## src/rtl/adder_pkg.sv

```systemverilog
// Shared types and defaults for the bit-serial adder.
//   state_t       : FSM state encoding (IDLE / ADD / DONE, 2 bits)
//   DEFAULT_WIDTH : default operand/result width
package adder_pkg;

    typedef enum logic [1:0] {
        S_IDLE = 2'd0,
        S_ADD  = 2'd1,
        S_DONE = 2'd2
    } state_t;

    localparam int DEFAULT_WIDTH = 8;

endpackage

```

## src/rtl/serial_adder_if.sv

```systemverilog
// Request/result bundle for serial_adder.
//   start, a, b            : request side (driven by master)
//   busy, done, sum, cout  : status/result side (driven by slave)
interface serial_adder_if
    import adder_pkg::*;
#(
    parameter int WIDTH = DEFAULT_WIDTH
);
    logic             start;
    logic [WIDTH-1:0] a;
    logic [WIDTH-1:0] b;
    logic             busy;
    logic             done;
    logic [WIDTH-1:0] sum;
    logic             cout;

    modport master (output start, a, b, input busy, done, sum, cout);
    modport slave  (input start, a, b, output busy, done, sum, cout);
endinterface

```

## src/rtl/full_adder.sv

```systemverilog
// Single-bit full adder built from two half adders; the two half-adder
// carries can never both be set, so an OR merges them.
//   a, b, cin : input bits
//   sum, cout : result bit and carry out
module full_adder (
    input  logic a,
    input  logic b,
    input  logic cin,
    output logic sum,
    output logic cout
);
    logic s0;
    logic c0;
    logic c1;

    half_adder u_ha0 (.a(a),  .b(b),   .sum(s0),  .carry(c0));
    half_adder u_ha1 (.a(s0), .b(cin), .sum(sum), .carry(c1));

    assign cout = c0 | c1;
endmodule

```

## src/rtl/half_adder.sv

```systemverilog
// Single-bit half adder.
//   a, b  : input bits
//   sum   : a xor b
//   carry : a and b
module half_adder (
    input  logic a,
    input  logic b,
    output logic sum,
    output logic carry
);
    assign sum   = a ^ b;
    assign carry = a & b;
endmodule

```

## src/rtl/serial_adder.sv

```systemverilog
// Bit-serial WIDTH-bit adder: one full-adder cell plus a registered carry,
// producing the sum LSB-first over WIDTH cycles.
//   clk  : clock, rising edge
//   rst  : synchronous active-high reset
//   bus  : slave side of serial_adder_if (start/a/b in, busy/done/sum/cout out)
//
// state  | meaning
// S_IDLE | waiting for start; operands captured on the accepting edge
// S_ADD  | one result bit per cycle, counter tracks the current bit
// S_DONE | one-cycle done pulse, result registers already updated
module serial_adder
    import adder_pkg::*;
#(
    parameter int WIDTH = DEFAULT_WIDTH
) (
    input  logic           clk,
    input  logic           rst,
    serial_adder_if.slave  bus
);
    localparam int CW = $clog2(WIDTH);

    state_t           state;
    state_t           state_nxt;
    logic [WIDTH-1:0] sa;
    logic [WIDTH-1:0] sb;
    logic [WIDTH-1:0] ps;
    logic [WIDTH-1:0] sum_q;
    logic             carry;
    logic             cout_q;
    logic [CW-1:0]    cnt;
    logic             fa_s;
    logic             fa_c;
    logic             last;

    full_adder u_fa (
        .a   (sa[0]),
        .b   (sb[0]),
        .cin (carry),
        .sum (fa_s),
        .cout(fa_c)
    );

    assign last = (cnt == CW'(WIDTH - 1));

    always_ff @(posedge clk) begin
        if (rst) state <= S_IDLE;
        else     state <= state_nxt;
    end

    always_comb begin
        state_nxt = state;
        case (state)
            S_IDLE:  if (bus.start) state_nxt = S_ADD;
            S_ADD:   if (last)      state_nxt = S_DONE;
            S_DONE:                 state_nxt = S_IDLE;
            default:                state_nxt = S_IDLE;
        endcase
    end

    always_ff @(posedge clk) begin
        if (rst) begin
            sa     <= '0;
            sb     <= '0;
            ps     <= '0;
            carry  <= 1'b0;
            cnt    <= '0;
            sum_q  <= '0;
            cout_q <= 1'b0;
        end else begin
            case (state)
                S_IDLE: begin
                    if (bus.start) begin
                        sa    <= bus.a;
                        sb    <= bus.b;
                        ps    <= '0;
                        carry <= 1'b0;
                        cnt   <= '0;
                    end
                end
                S_ADD: begin
                    ps    <= {fa_s, ps[WIDTH-1:1]};
                    sa    <= sa >> 1;
                    sb    <= sb >> 1;
                    carry <= fa_c;
                    // Counter holds at WIDTH-1 instead of wrapping; the FSM
                    // leaves ADD on this same edge.
                    if (last) begin
                        sum_q  <= {fa_s, ps[WIDTH-1:1]};
                        cout_q <= fa_c;
                    end else begin
                        cnt <= cnt + CW'(1);
                    end
                end
                default: ;
            endcase
        end
    end

    assign bus.busy = (state == S_ADD);
    assign bus.done = (state == S_DONE);
    assign bus.sum  = sum_q;
    assign bus.cout = cout_q;
endmodule
```

## src/flat_wrapper.sv

```systemverilog
// flat-port wrapper written by rule: the top's interface ports become plain ports
module serial_adder_flat import adder_pkg::*;
#(
    parameter int WIDTH = DEFAULT_WIDTH
)
  (clk, rst, bus_start, bus_a, bus_b, bus_busy, bus_done, bus_sum, bus_cout);
  serial_adder_if #(.WIDTH(WIDTH)) bus_i ();
  input  logic clk;
  input  logic rst;
  input wire logic [$bits(bus_i.start)-1:0] bus_start;
  input wire logic [$bits(bus_i.a)-1:0] bus_a;
  input wire logic [$bits(bus_i.b)-1:0] bus_b;
  output wire logic [$bits(bus_i.busy)-1:0] bus_busy;
  output wire logic [$bits(bus_i.done)-1:0] bus_done;
  output wire logic [$bits(bus_i.sum)-1:0] bus_sum;
  output wire logic [$bits(bus_i.cout)-1:0] bus_cout;
  assign bus_i.start = bus_start;
  assign bus_i.a = bus_a;
  assign bus_i.b = bus_b;
  assign bus_busy = bus_i.busy;
  assign bus_done = bus_i.done;
  assign bus_sum = bus_i.sum;
  assign bus_cout = bus_i.cout;
  serial_adder #(.WIDTH(WIDTH)) u_core (.clk(clk), .rst(rst), .bus(bus_i));
endmodule
```

## config.mk

```make
export PLATFORM = sky130hd
export DESIGN_NAME = serial_adder_flat
export DESIGN_NICKNAME = d
export VERILOG_FILES = /design/src/rtl/adder_pkg.sv /design/src/rtl/serial_adder_if.sv /design/src/rtl/full_adder.sv /design/src/rtl/half_adder.sv /design/src/rtl/serial_adder.sv /design/src/flat_wrapper.sv
export SDC_FILE = /design/constraint.sdc
export NUM_CORES = 1
export LEC_CHECK = 0
export ABC_CLOCK_PERIOD_IN_PS = 1600
export BUFFER_PORTS_ARGS = -buffer_cell sky130_fd_sc_hd__clkbuf_2
export CORE_MARGIN = 2
export CORE_UTILIZATION = 49
export CTS_CLUSTER_DIAMETER = 40
export DETAILED_ROUTE_END_ITERATION = 8
export PLACE_DENSITY = 0.74
export SYNTH_ARGS = -nofsm -noshare
export SYNTH_HDL_FRONTEND = slang
export SYNTH_SLANG_ARGS = --single-unit
```

## constraint.sdc

```tcl
create_clock -name clk -period 1.6 [get_ports clk]
set_clock_uncertainty 0.2 [all_clocks]
set_input_delay 0.08 -clock clk [delete_from_list [all_inputs] [get_ports clk]]
set_output_delay 0.08 -clock clk [all_outputs]
set_load 0.02 [all_outputs]
```

# --- Word level (Yosys, flattened, before mapping) ---
# Cells that the tools add are included.
op_classes:
  addsub: 1
  mul: 0
  div: 0
  n_lt_le_gt_ge: 0
  eq_ne: 6
  shift: 0
  mux: 14
  n_bitwise: 5
  n_reduce_logical: 6
op_table:
  columns: ["operator", "n"]
  rows:
  - ["$pmux W8 S2", 3]
  - ["$mux W8", 3]
  - ["$mux W3", 2]
  - ["$pmux W3 S2", 1]
  - ["$reduce_and A2 Y1", 3]
  - ["$mux W2", 2]
  - ["$ne A2 B2 Y1 const B", 2]
  - ["$pmux W2 S2", 1]
  - ["$add A3 B1 Y3 const B", 1]
  - ["$eq A3 B3 Y1 const B", 1]
  - ["$reduce_and A3 Y1", 1]
  - ["$and A1 B1 Y1", 2]
  - ["$eq A2 B1 Y1 const B", 1]
  - ["$eq A2 B2 Y1 const B", 1]
  - ["$logic_not A2 Y1", 1]
  - ["$ne A2 B1 Y1 const B", 1]
  - ["$pmux W1 S2", 1]
  - ["$reduce_bool A2 Y1", 1]
  - ["$xor A1 B1 Y1", 2]
  - ["$mux W1", 1]
  - ["$or A1 B1 Y1", 1]
totals:
  register_bits: 39
  latchBits: 0
  ram_bits: 0
  rom_bits: 0
  in_bits: 19
  out_inout_bits: 11
  word_cells: 40
  n_memories: 0

# --- Longest topological paths before layout ---
depth:
  ltp_word: 4
  mapped_depth: 6
  depth_no_buf: 5

# --- By module ---
# A second synthesis with hierarchy kept.
hier_totals:
  hier_cells: 170
  hier_area_um2: 1707.9
by_module_without_submodules:
  columns: ["module", "instances", "cells_each", "area_per_inst_um2", "seq_area_each_um2"]
  rows:
  - ["serial_adder", 1, 167, 1676.6, 760.7]
  - ["half_adder", 2, 1, 12.5, 0.0]
  - ["full_adder", 1, 1, 6.3, 0.0]

# --- Least setup slack after synthesis ---
# No wires, ideal clock.
synth_path:
  path_kind: "reg-to-reg"
  from: "register u_core.cnt[0]"
  to: "register u_core.cout_q, in the netlist u_core.bus.cout"
  setup_time_ps: 70
  arrival_time_ps: 1273
  required_ps: 1330
  path_slack_ps: 56
  path_stages_with_launch: 7
  path_buffers: 1
  synth_period_minus_slack_ps: 1544
  cell_sequence: "dfxtp_1 ha_1 ha_1 buf_2 nand3b_1 nand2_1 a21oi_1"
synth_via:
  elab_chain_len: 2
synth_rtl:
  columns: ["element", "line_no", "rtl"]
  rows:
  - ["from (decl)", "serial_adder.sv:30", "logic [CW-1:0] cnt;"]
  - ["from (signal assigned)", "serial_adder.sv:91", "cnt <= cnt + CW'(1);"]
  - ["$eq A3 B3 Y1", "serial_adder.sv:43", "assign last = (cnt == CW'(WIDTH - 1));"]
  - ["$reduce_and A2 Y1 (no line)", null, null]
  - ["to (signal assigned)", "serial_adder.sv:68", "cout_q <= 1'b0;"]
  - ["to (signal assigned)", "serial_adder.sv:89", "cout_q <= fa_c;"]
  - ["to (decl)", "serial_adder.sv:29", "logic cout_q;"]
# Every way passes these cells.
# A chain may end at the register's enable or synchronous reset.

# --- Worst setup path in the final report ---
layout_path:
  from: "register u_core.cnt[0]"
  to: "register u_core.state[0]"
layout_via:
  elab_chain_len: 3
layout_rtl:
  columns: ["element", "line_no", "rtl"]
  rows:
  - ["$eq A3 B3 Y1", "serial_adder.sv:43", null]
  - ["$ne A2 B1 Y1 (no line)", null, null]
  - ["$reduce_and A2 Y1 (no line)", null, null]
  - ["to (signal assigned)", "serial_adder.sv:47", "else state <= state_nxt;"]
  - ["to (decl)", "serial_adder.sv:22", "state_t state;"]
# Every way passes these cells.

==> impl_summary.txt <==
----------------------------------------------------
[Run status]
  Outcome ... finished clean

[Floorplan]
  # IOs ... 30
  Overall die area ... 3827 µm²
  Standard-cell row count ... 21
  Vert. Die Dim ... 61.86 µm
  Initial cell density of the core ... 0.4994
  Std-Cell Core Area ... 3284 µm²
  Horiz. Die Dim ... roughly 62 µm

[Power and ir drop]
  Static power due to leakage ... 0.8678 nW
  Fraction of power spent switching nets ... 0.2600
  Worst IR Drop VDD ... approximately 0.53 mV
  Part of the total power dissipated in sequential elements ... 0.553
  Psw ... 0.0004783 W
  Relative contribution of the clock network to total power ... 0.280
  Power Internal ... ~0.0014 W
  Fraction of power consumed by combinational cells ... 0.167
  Power per standard cell area ... 854.9 nW/µm²

[Setup path]
  CP max stage cell ... dfxtp_1
  Worst EP arrival ... 1.61 ns
  Startpoint type of the worst setup path ... register
  Maximum single-stage delay on the critical path ... 0.34 ns
  Setup CP Type ... register to register
  CP bufs+invs ... 0
  Capturing element type of the critical path ... register
  Chain of cells forming the critical path ... ha_1, ha_4, nand2b_1, a21oi_2, nor2b_1
  Maximum fanout encountered on the critical timing path ... 4
  Dominant delay contributor by cell family on the critical path ... adder cells
  Worst endpoint required time ... 1.68 ns

[Synth]
  Cell Area, Synth ... 1640 µm²
  Synth top area cells ... dfxtp_1 (46%), a211oi_2 (11%), mux2i_1 (8.5%)
  Proportion of netlist area held by the largest area contributor ... 0.4638
  Library cell with the largest summed area after synthesis ... dfxtp_1
  Total of flip-flops plus latches after synthesis ... 38
  Mean instance size in the synthesized netlist ... 10.06 µm²
  Number of warning messages in the yosys log ... 0
  Number of distinct library cells after synthesis ... 24
  Cell count after synthesis ... 163
  Sequential cell area fraction in the yosys report ... 0.4638
  Net count after synthesis ... 185

[Placed design]
  Worst slack at placement ... -0.04362 ns
  Buffers on Ports ... 29
  Placer's final routability congestion estimate ... 0.7612
  Total half-perimeter wirelength after legalization and detailed placement ... 2.310 mm

[Global routing]
  Number of global-route vias before repair ... 1279
  Global-route wire length before repair ... 5.540 mm
  Maximum number of pins on one net before global-route repair ... 29
  Met3 usage in global routing ... 0.04555
  Grt ovf ... 0
  GR Layer Usage met1 ... 0.2407
  Total track usage ... 0.2014
  GR peak layer ... met2
  Initial antenna violation count ... 0
  Global routing usage on met2 ... 0.3293

[Clock tree]
  Max Buffers Root-to-Sink ... 2
  Insertion delay to the later sink of the worst-skew pair ... 0.34 ns
  Clock transition time at the flip-flop clock pins of the worst setup and hold paths ... 0.11 ns
  Clock tree root driver cell ... clkbuf_4
  TritonCTS clock tree ... done
  Number of clock sinks ... 38
  Number of levels the H-tree was split into ... 2
  Total CTS buffers ... 5

[Timing]
  Shortest clock period the worst path allows after layout ... 1.532 ns
  Final WS setup ... slightly below 0.07 ns
  Headroom to the max-slew limit ... 0.7261
  Number of setup violations in the final report ... 0
  Period Utilization, post-route ... 0.9575
  Maximum clock frequency ... approximately 0.65 GHz
  Total count of max-transition violations in the final report ... 0
  Fin Hold WS ... 0.2652 ns
  Hold violation count in the final report ... 0
  Pin slew with the least headroom to its limit ... 0.4106 ns

[Cells and area]
  Most frequent cells in the layout ... dfxtp_1 (37), clkbuf_2 (29), nor2_1 (25), dlygate4sd3_1 (18)
  Share of layout cells above drive strength 1 ... 0.3136
  Final Core Density ... 0.6552
  Layout overhead on the synthesized area ... 31.20%
  Leading cell type in the layout, fill and taps excluded ... dfxtp_1
  Number of antenna repair diodes ... 0
  Nets ... 241

[Hold path]
  Worst hold-check path type ... register to register

[Route]
  Via count ... 1381
  Via/cell ratio ... 5.192
  Number of nets with antenna violations after routing ... 0
  Avg WL per Cell ... 12.71 µm
  DRC errors left ... 0
  Drt pass-1 iters ... 4
  Initial drt markers ... 59
  Final Routed Wirelength ... approximately 3.4 mm

[Job]
  Number of violations of the max-capacitance limit ... 0

----------------------------------------------------
[Yosys cell counts (all sizes together)]
cell type   n
o21ai       2
o21bai      1
nor2b       3
nand3       9
mux2i      14
a22oi      10
inv         1
nand2b      4
buf        10
fa          1
nand2      12
a211oi     14
nor4b       1
nor3b       1
nor2       25
o21ba       1
dfxtp      38
nand3b      1
ha          2
clkbuf      2
o31ai       1
a21oi      10
[cell type report]
type	instances	area [µm²]
Multi-Input combinational cell	112	807.0
Clock buffer	7	55.05
Fill cell	256	1132
Tap cell	46	57.56
Clock inverter	1	5.005
Timing Repair Buffer	61	459.2
Sequential cell	38	764.5
Inverter	1	3.754
[flip-flops by register name, indices dropped and copies added (netlist names)]
name             cells
u_core.bus.cout      1
u_core.bus.sum       8
u_core.carry         1
u_core.cnt           3
u_core.ps            7
u_core.sa            8
u_core.sb            8
u_core.state         2
[through the flow]
step | TNS (ns) | cells | total power [W] | instance area, µm²
final | 0 | 266 | 0.001840 | 2152
after CTS | -0.001568 | 262 | 0.001836 | 2098
after global routing | -0.003158 | 266 | 0.001939 | 2152
after detailed placement | -0.08136 | 234 | 0.001293 | 1834
after global placement | 0 | 234 | 0.001276 | 1834
after floorplan | 0 | 163 | 0.001232 | 1640
[power by group through the flow]
stage | combinational [W] | sequential (W) | clock (W)
floorplan | 0.000202 | 0.00103 | 0
global placement | 0.000240 | 0.00104 | 0
CTS | 0.000291 | 0.00102 | 0.000526
detailed placement | 0.000253 | 0.00104 | 0
finish | 0.000307 | 0.00102 | 0.000515
global route | 0.000336 | 0.00102 | 0.000579
[path summary, 6_finish.rpt]
path                                         from                 to  slack [ns]  depth (start not counted)
worst max-delay path                u_core.cnt[0]    u_core.state[0]        0.07                          5
worst min-delay path            u_core.bus.sum[2]  u_core.bus.sum[2]        0.27                          2
worst max register to register      u_core.cnt[0]    u_core.state[0]        0.07                          5
worst min register to register  u_core.bus.sum[2]  u_core.bus.sum[2]        0.27                          2
[metal layers]
metal  vias to the layer above  wire length, µm
met5                         -                0
met4                         0               76
met3                        11              126
met2                        24             1723
met1                       656             1454
li1                        690                -
[worst min-delay path: stages, from the launching register on]
cell and delay, ns:
dfxtp_1 0.33, nand2_1 0.05, a21oi_1 0.05
[cell families after synthesis]
logic type / count (synthesis) / synth area share
simple gates: 56 / 0.1571
compound gates: 39 / 0.2067
buf+inv: 13 / 0.05949
mux: 14 / 0.08543
fa+ha+maj: 3 / 0.02746
flops: 38 / 0.4638
[timing repair]
item,CTS,global route
pin swaps,1,1
gates resized for setup,3,5
setup endpoints to repair,7,11
hold buffers,18,0
buffers inserted,2,4
hold endpoints to repair,35,0
Power figures use the tool's default switching activity.
